<file path="src/rtl/hazard_detect_unit_if.sv">
// Pipeline hazard bus: ID/EX/MEM hazard sources in, stall/flush controls and stall counter out.
interface hazard_detect_unit_if;
    logic [4:0]  ID_Rs;
    logic [4:0]  ID_Rt;
    logic        ID_UsesRt;
    logic        ID_Branch;
    logic        ID_Jump;
    logic        ID_JumpSRC;
    logic        ID_Taken;
    logic [1:0]  EX_MemRead;
    logic [1:0]  MEM_MemRead;
    logic        EX_RegWrite;
    logic [4:0]  EX_WAddr;
    logic [4:0]  MEM_WAddr;
    logic        IDStall;
    logic        PCWrite;
    logic        IFIDWrite;
    logic        IFIDFlush;
    logic [15:0] StallCount;

    modport master (
        output ID_Rs, ID_Rt, ID_UsesRt, ID_Branch, ID_Jump, ID_JumpSRC, ID_Taken,
               EX_MemRead, MEM_MemRead, EX_RegWrite, EX_WAddr, MEM_WAddr,
        input  IDStall, PCWrite, IFIDWrite, IFIDFlush, StallCount
    );

    modport slave (
        input  ID_Rs, ID_Rt, ID_UsesRt, ID_Branch, ID_Jump, ID_JumpSRC, ID_Taken,
               EX_MemRead, MEM_MemRead, EX_RegWrite, EX_WAddr, MEM_WAddr,
        output IDStall, PCWrite, IFIDWrite, IFIDFlush, StallCount
    );
endinterface

</file>
<file path="src/rtl/hazard_detect_unit.sv">
// ID-stage hazard detection: load-use and branch/jr operand stalls, taken-transfer flush.
// Optional stall-cycle performance counter enabled by macro HAZARD_PERF_EN.
module hazard_detect_unit (
    input  logic                 Clk,
    input  logic                 Rst,
    hazard_detect_unit_if.slave  hz
);
    typedef enum logic {IDLE, HOLD} state_t;

    state_t state;
    state_t state_next;
    logic   match_ex;
    logic   match_mem;
    logic   ctl;
    logic   ex_load;
    logic   mem_load;
    logic   haz1;
    logic   haz2;
    logic   stall;

    // Register 0 is hardwired zero and never produces a dependency.
    assign match_ex  = (hz.EX_WAddr != 5'd0) &&
                       ((hz.EX_WAddr == hz.ID_Rs) || (hz.ID_UsesRt && (hz.EX_WAddr == hz.ID_Rt)));
    assign match_mem = (hz.MEM_WAddr != 5'd0) &&
                       ((hz.MEM_WAddr == hz.ID_Rs) || (hz.ID_UsesRt && (hz.MEM_WAddr == hz.ID_Rt)));
    assign ctl       = hz.ID_Branch || (hz.ID_Jump && hz.ID_JumpSRC);
    assign ex_load   = (hz.EX_MemRead != 2'b00);
    assign mem_load  = (hz.MEM_MemRead != 2'b00);

    // Two-cycle case: a branch/jr needs a value still being loaded in EX.
    assign haz2 = ctl && ex_load && match_ex;
    assign haz1 = (ex_load && match_ex) ||
                  (ctl && hz.EX_RegWrite && !ex_load && match_ex) ||
                  (ctl && mem_load && match_mem);

    always_ff @(posedge Clk) begin
        if (!Rst) begin
            state <= IDLE;
        end else begin
            state <= state_next;
        end
    end

    always_comb begin
        state_next = state;
        stall      = 1'b0;
        case (state)
            IDLE: begin
                stall = haz1 || haz2;
                if (haz2) begin
                    state_next = HOLD;
                end
            end
            HOLD: begin
                stall      = 1'b1;
                state_next = IDLE;
            end
            default: begin
                state_next = IDLE;
            end
        endcase
    end

    // Reset forces every control low; stall overrides a simultaneous taken flush.
    assign hz.IDStall   = Rst && stall;
    assign hz.PCWrite   = Rst && !stall;
    assign hz.IFIDWrite = Rst && !stall;
    assign hz.IFIDFlush = Rst && hz.ID_Taken && !stall;

`ifdef HAZARD_PERF_EN
    localparam int unsigned CntW = 16;

    logic [CntW-1:0] stall_count;

    // Saturating count of stalled cycles.
    always_ff @(posedge Clk) begin
        if (!Rst) begin
            stall_count <= '0;
        end else if (hz.IDStall && (stall_count != {CntW{1'b1}})) begin
            stall_count <= stall_count + CntW'(1);
        end
    end

    assign hz.StallCount = stall_count;
`else
    assign hz.StallCount = 16'h0000;
`endif

endmodule

</file>
<file path="src/flat_wrapper.sv">
// flat-port wrapper written by rule: the top's interface ports become plain ports
module hazard_detect_unit_flat 
  (Clk, Rst, hz_ID_Rs, hz_ID_Rt, hz_ID_UsesRt, hz_ID_Branch, hz_ID_Jump, hz_ID_JumpSRC, hz_ID_Taken, hz_EX_MemRead, hz_MEM_MemRead, hz_EX_RegWrite, hz_EX_WAddr, hz_MEM_WAddr, hz_IDStall, hz_PCWrite, hz_IFIDWrite, hz_IFIDFlush, hz_StallCount);
  hazard_detect_unit_if hz_i ();
  input  logic Clk;
  input  logic Rst;
  input wire logic [$bits(hz_i.ID_Rs)-1:0] hz_ID_Rs;
  input wire logic [$bits(hz_i.ID_Rt)-1:0] hz_ID_Rt;
  input wire logic [$bits(hz_i.ID_UsesRt)-1:0] hz_ID_UsesRt;
  input wire logic [$bits(hz_i.ID_Branch)-1:0] hz_ID_Branch;
  input wire logic [$bits(hz_i.ID_Jump)-1:0] hz_ID_Jump;
  input wire logic [$bits(hz_i.ID_JumpSRC)-1:0] hz_ID_JumpSRC;
  input wire logic [$bits(hz_i.ID_Taken)-1:0] hz_ID_Taken;
  input wire logic [$bits(hz_i.EX_MemRead)-1:0] hz_EX_MemRead;
  input wire logic [$bits(hz_i.MEM_MemRead)-1:0] hz_MEM_MemRead;
  input wire logic [$bits(hz_i.EX_RegWrite)-1:0] hz_EX_RegWrite;
  input wire logic [$bits(hz_i.EX_WAddr)-1:0] hz_EX_WAddr;
  input wire logic [$bits(hz_i.MEM_WAddr)-1:0] hz_MEM_WAddr;
  output wire logic [$bits(hz_i.IDStall)-1:0] hz_IDStall;
  output wire logic [$bits(hz_i.PCWrite)-1:0] hz_PCWrite;
  output wire logic [$bits(hz_i.IFIDWrite)-1:0] hz_IFIDWrite;
  output wire logic [$bits(hz_i.IFIDFlush)-1:0] hz_IFIDFlush;
  output wire logic [$bits(hz_i.StallCount)-1:0] hz_StallCount;
  assign hz_i.ID_Rs = hz_ID_Rs;
  assign hz_i.ID_Rt = hz_ID_Rt;
  assign hz_i.ID_UsesRt = hz_ID_UsesRt;
  assign hz_i.ID_Branch = hz_ID_Branch;
  assign hz_i.ID_Jump = hz_ID_Jump;
  assign hz_i.ID_JumpSRC = hz_ID_JumpSRC;
  assign hz_i.ID_Taken = hz_ID_Taken;
  assign hz_i.EX_MemRead = hz_EX_MemRead;
  assign hz_i.MEM_MemRead = hz_MEM_MemRead;
  assign hz_i.EX_RegWrite = hz_EX_RegWrite;
  assign hz_i.EX_WAddr = hz_EX_WAddr;
  assign hz_i.MEM_WAddr = hz_MEM_WAddr;
  assign hz_IDStall = hz_i.IDStall;
  assign hz_PCWrite = hz_i.PCWrite;
  assign hz_IFIDWrite = hz_i.IFIDWrite;
  assign hz_IFIDFlush = hz_i.IFIDFlush;
  assign hz_StallCount = hz_i.StallCount;
  hazard_detect_unit u_core (.Clk(Clk), .Rst(Rst), .hz(hz_i));
endmodule
</file>
<file path="config.mk">
export PLATFORM = sky130hd
export DESIGN_NAME = hazard_detect_unit_flat
export DESIGN_NICKNAME = d
export VERILOG_FILES = /design/src/rtl/hazard_detect_unit_if.sv /design/src/rtl/hazard_detect_unit.sv /design/src/flat_wrapper.sv
export SDC_FILE = /design/constraint.sdc
export NUM_CORES = 1
export LEC_CHECK = 0
export BUFFER_PORTS_ARGS = -buffer_cell sky130_fd_sc_hd__clkbuf_2
export CORE_MARGIN = 1
export CORE_UTILIZATION = 36
export CTS_CLUSTER_DIAMETER = 200
export DETAILED_ROUTE_END_ITERATION = 8
export PLACE_DENSITY_LB_ADDON = 0.12
export SYNTH_ARGS = -nofsm -noshare
export SYNTH_HDL_FRONTEND = slang
export SYNTH_SLANG_ARGS = --single-unit
</file>
<file path="constraint.sdc">
create_clock -name Clk -period 2.2 [get_ports Clk]
set_clock_uncertainty 0.15 [all_clocks]
set_input_delay 0.11 -clock Clk [delete_from_list [all_inputs] [get_ports Clk]]
set_output_delay 0.11 -clock Clk [all_outputs]
set_load 0.005 [all_outputs]
</file>
-- Word-level counts from Yosys, hierarchy flattened
Cells that the tools add are included.
Widths: inputs -> output; s select.
- register bits after elaboration: 1
- output and inout port bits: 20
- bits of input ports: 32
- reductions and logical operators: 29
- bitwise logic cells: 1
- multiplexer cells: 3
- equal/unequal tests: 4
- operators with widths (kind ; number):
    $eq 5x5->1 ; 4
    $logic_and 1x1->1 ; 17
    $reduce_bool 5->1 ; 2
    $logic_or 1x1->1 ; 6
    $pmux 1 s2 ; 2
    $reduce_bool 2->1 ; 2
    $logic_not 1->1 ; 2
    $mux 1 ; 1
    $not 1->1 ; 1

-- Logic depth before layout (Yosys ltp)
- word-level depth: 11
- mapped depth: 6
- mapped depth without buffers: 5

-- Worst setup path before layout
Ideal clock, no wire load.
- path type: input to output
- from: input hz_ID_Jump
- to: output hz_PCWrite
- slack: 0.812 ns
- stages: 5
- data arrival time: 1.128 ns
- cells stage by stage: a21o_1 > a211o_1 > a32o_2 > nor2b_1 > buf_4
- cells in the longest elaborated chain, start to end: 11
- elaborated cells between the ends (all ways): 15
- those cells by class: mux: 1; reduce/logical: 14
- RTL lines (item ; line ; text):
    from (decl) ; flat_wrapper.sv:11 ; input wire logic [$bits(hz_i.ID_Jump)-1:0] hz_ID_Jump;
    $logic_and 1x1->1 * ; hazard_detect_unit.sv:26 ; assign ctl = hz.ID_Branch || (hz.ID_Jump && hz.ID_JumpSRC);
    $logic_or 1x1->1 * ; hazard_detect_unit.sv:26 ;
    $logic_and 1x1->1 (3 in series) ; hazard_detect_unit.sv:33 ; (ctl && hz.EX_RegWrite && !ex_load && match_ex) ||
    $logic_or 1x1->1 ; hazard_detect_unit.sv:32 ; assign haz1 = (ex_load && match_ex) ||
    $logic_or 1x1->1 ; hazard_detect_unit.sv:33 ;
    $logic_or 1x1->1 * ; hazard_detect_unit.sv:49 ; stall = haz1 || haz2;
    $pmux 1 s2 * ; hazard_detect_unit.sv:47 ; case (state)
    $logic_not 1->1 * ; -- ;
    $logic_and 1x1->1 * ; -- ;
    to (decl) ; flat_wrapper.sv:20 ; output wire logic [$bits(hz_i.PCWrite)-1:0] hz_PCWrite;
Every way passes the cells marked *; elsewhere a longest branch is shown, timed or not.

-- Final worst setup path
- from: input hz_EX_WAddr[4]
- to: output hz_IDStall
- cells in the longest elaborated chain, start to end: 10
- elaborated cells between the ends (all ways): 14
- those cells by class: eq/ne: 2; mux: 1; reduce/logical: 11
- RTL lines (item ; line ; text):
    from (decl) ; flat_wrapper.sv:17 ; input wire logic [$bits(hz_i.EX_WAddr)-1:0] hz_EX_WAddr;
    $eq 5x5->1 ; hazard_detect_unit.sv:23 ; ((hz.EX_WAddr == hz.ID_Rs) || (hz.ID_UsesRt && (hz.EX_WAddr == hz.ID_Rt)));
    $logic_and 1x1->1 ; hazard_detect_unit.sv:23 ;
    $logic_or 1x1->1 ; hazard_detect_unit.sv:23 ;
    $logic_and 1x1->1 * ; hazard_detect_unit.sv:22 ; assign match_ex = (hz.EX_WAddr != 5'd0) &&
    $logic_and 1x1->1, on equally long branches ; hazard_detect_unit.sv:32, hazard_detect_unit.sv:33 ;
    $logic_or 1x1->1 ; hazard_detect_unit.sv:32 ;
    $logic_or 1x1->1 ; hazard_detect_unit.sv:33 ;
    $logic_or 1x1->1 * ; hazard_detect_unit.sv:49 ;
    $pmux 1 s2 * ; hazard_detect_unit.sv:47 ;
    $logic_and 1x1->1 * ; hazard_detect_unit.sv:65 ; assign hz.IDStall = Rst && stall;
    to (decl) ; flat_wrapper.sv:19 ; output wire logic [$bits(hz_i.IDStall)-1:0] hz_IDStall;
Marks and branches as above.

==> impl_metrics.py <==
metrics = {
    "worst_hold_path": {
        "hp-class": "input port to output port",
    },
    "yosys": {
        "synth_top_family_by_area": "XOR/XNOR gates",
        "seq_area_frac_synth": 0.04134,
        "synth_area_per_cell_um2": 7.449,
        "yosys.area_share.simple": 0.1757,
        "synth_warnings": 0,
        "synthXorXnorAreaFrac": 0.3618,
        "yosys.area_share.adder": 0,
        "synth_mux_area_frac": 0,
        "synth_seq_cells": 1,
        "synth_compound_area_frac": 0.1499,
        "synthCells": 65,
        "synth_area_um2": 484.2,
        "yosysUniqueCellTypes": 20,
    },
    "sta": {
        "fin_crit_ns": 1.502,
        "setup_viol_count_final": 0,
        "fin_crit_sh": 0.6829,
        "hold_viol_final": 0,
        "fmax_ghz": 0.6656,
        "maxSlewViolCount": 0,
        "setup_tns_ns": 0,
        "rsz0062_at_grt": "false",
    },
    "worst_setup_path": {
        "regToRegSetupSlack_ns": 1.20,
        "path_cells": "clkbuf_2, xnor2_1, nand3_1, o32ai_2, a32o_2, o21a_1, clkbuf_2",
        "slowest_delay_ns": 0.29,
        "crit_fanout": 3,
        "path_class": "input port to output port",
        "cp_data_required_time_ns": 1.94,
        "crit_top_cell": "clkbuf_2",
        "crit_arrival_ns": 1.24,
        "end_kind": "output port",
        "cp-start-kind": "input port",
        "slowest_stage": "o32ai_2",
    },
    "clocking": {
        "cts-resized-gates": 0,
        "cts_setup_buffers": 0,
        "hold_buffers": 0,
        "clk_latency_ns": 0,
    },
    "floorplanning": {
        "die_y_um": 38.68,
        "die_area_mm2": 0.001496,
        "die_w_um": 38.68,
        "io_pins": 52,
        "start_util": 0.4135,
        "core-area_mm2": 0.001171,
        "rows": 12,
    },
    "flow_run": {
        "cap_violations": 0,
    },
    "drt": {
        "num_vias": 481,
        "vias_per_cell": 4.295,
        "drtIter0Drc": 2,
        "wire_per_inst_um": 8.714,
        "drt_pre_antenna_iters": 4,
        "ant_nets": 0,
        "drc": 0,
        "wl_um": 976,
    },
    "placement": {
        "dp_cells": 112,
        "gp_congestion": 0.7371,
        "portBuffers": 35,
        "dp_hpwl_um": 909.5,
    },
    "run_status": {
        "status": "finished, final reports clean",
    },
    "grt": {
        "grt_max_degree": 4,
        "grtUsageTotal": 0.1173,
        "grt_pass1_wl_mm": 1.290,
        "grt_overflow": 0,
        "grt_pass1_vias": 325,
        "antenna_found_initial": 0,
    },
    "power": {
        "p_leak_uw": 0.0003115,
        "vdd_drop_max_mv": 0.09057,
        "power_density_mw_per_mm2": 210.9,
    },
    "finish": {
        "largest_reg_flops": 1,
        "largest-register": "u_core.state",
        "top_regs": "u_core.state: 1 flops",
        "diodes": 0,
        "stdcell_count": 112,
        "final_layout_size_suffix_gt1_frac": 0.3776,
        "syn_to_final_growth_pct": 25.06,
        "nets": 132,
    },
}
-- report_power, final --
group	switching [uW]	internal, uW
registers	0.113	18.8
clock network	0	0
logic	52.0	56.8
-- path summary, 6_finish.rpt --
path                   from           end  cells after the start
max reg2reg    u_core.state  u_core.state                      3
min reg2reg    u_core.state  u_core.state                      3
max          hz_EX_WAddr[4]    hz_IDStall                      7
min             hz_ID_Taken  hz_IFIDFlush                      4
-- through the flow --
step                utilization  area, um2  total power (uW)  hold slack [ns]  setup WS (ns)
floorplan                     -      540.5             99.47           0.1437         0.8118
global placement         0.5171      605.6             127.5           0.3215         0.7046
detailed placement       0.5171      605.6             127.5           0.3277         0.6931
CTS                      0.5171      605.6             128.3           0.3285         0.6857
global route             0.5171      605.6             139.8           0.3632         0.5918
finish                   0.5171      605.6             127.7           0.3231         0.6977
-- critical path: cells and delay by family --
kind / cells / cell delay, ns
buf+inv: 2 / 0.22
simple gates: 1 / 0.11
xor+xnor: 1 / 0.17
compound gates: 3 / 0.64
-- cells in the mapped netlist, drive strengths merged --
| library cell | count | area [um2] |
|---|---|---|
| a211o | 1 | 8.760 |
| nor3 | 2 | 10.01 |
| o21a | 1 | 7.510 |
| nand4 | 2 | 12.51 |
| o32ai | 1 | 16.27 |
| o21ai | 2 | 10.01 |
| xnor2 | 18 | 157.7 |
| conb | 1 | 3.750 |
| nand2 | 5 | 18.77 |
| a21o | 1 | 7.510 |
| o22ai | 1 | 6.260 |
| a21oi | 1 | 5.000 |
| dfxtp | 1 | 20.02 |
| buf | 17 | 127.6 |
| xor2 | 2 | 17.52 |
| and4b | 1 | 10.01 |
| a32o | 1 | 11.26 |
| nor2 | 3 | 11.26 |
| nand3 | 2 | 10.01 |
| nor2b | 2 | 12.51 |
-- layout by cell type, fill, tap and decap left out, types with 2 or more instances in the layout --
| cell type | instances |
|---|---|
| clkbuf_2 | 35 |
| conb_1 | 16 |
| nand2_1 | 5 |
| nand3_1 | 2 |
| nand4_1 | 2 |
| nor2_1 | 3 |
| nor2b_1 | 2 |
| nor3_1 | 2 |
| o21ai_0 | 2 |
| xnor2_1 | 18 |
| xor2_1 | 2 |
-- routing by layer --
metal  global-route usage  vias to the layer above  part of all wire
li1                     -                      252                 -
met1               0.1797                      202              0.44
met2               0.1875                       27              0.47
met3             0.005780                        0             0.093
met4                    0                        0                 0
met5                    0                        -                 0
-- cell type report --
cell class	count	area, um2
fill	121	565.5
tap	14	17.52
sequential	1	20.02
timing repair buffer	35	175.2
multi-input combinational	62	392.9
-- cells by family (layout without fill, tap and decap cells) --
family | Yosys count | in the layout
DFF | 1 | 1
xor gates and xnor gates | 20 | 20
other | 1 | 16
AOI/OAI and AO/OA | 9 | 9
buffers and inverters | 17 | 35
and+or+nand+nor | 17 | 17
Power figures use the tool's default switching activity.
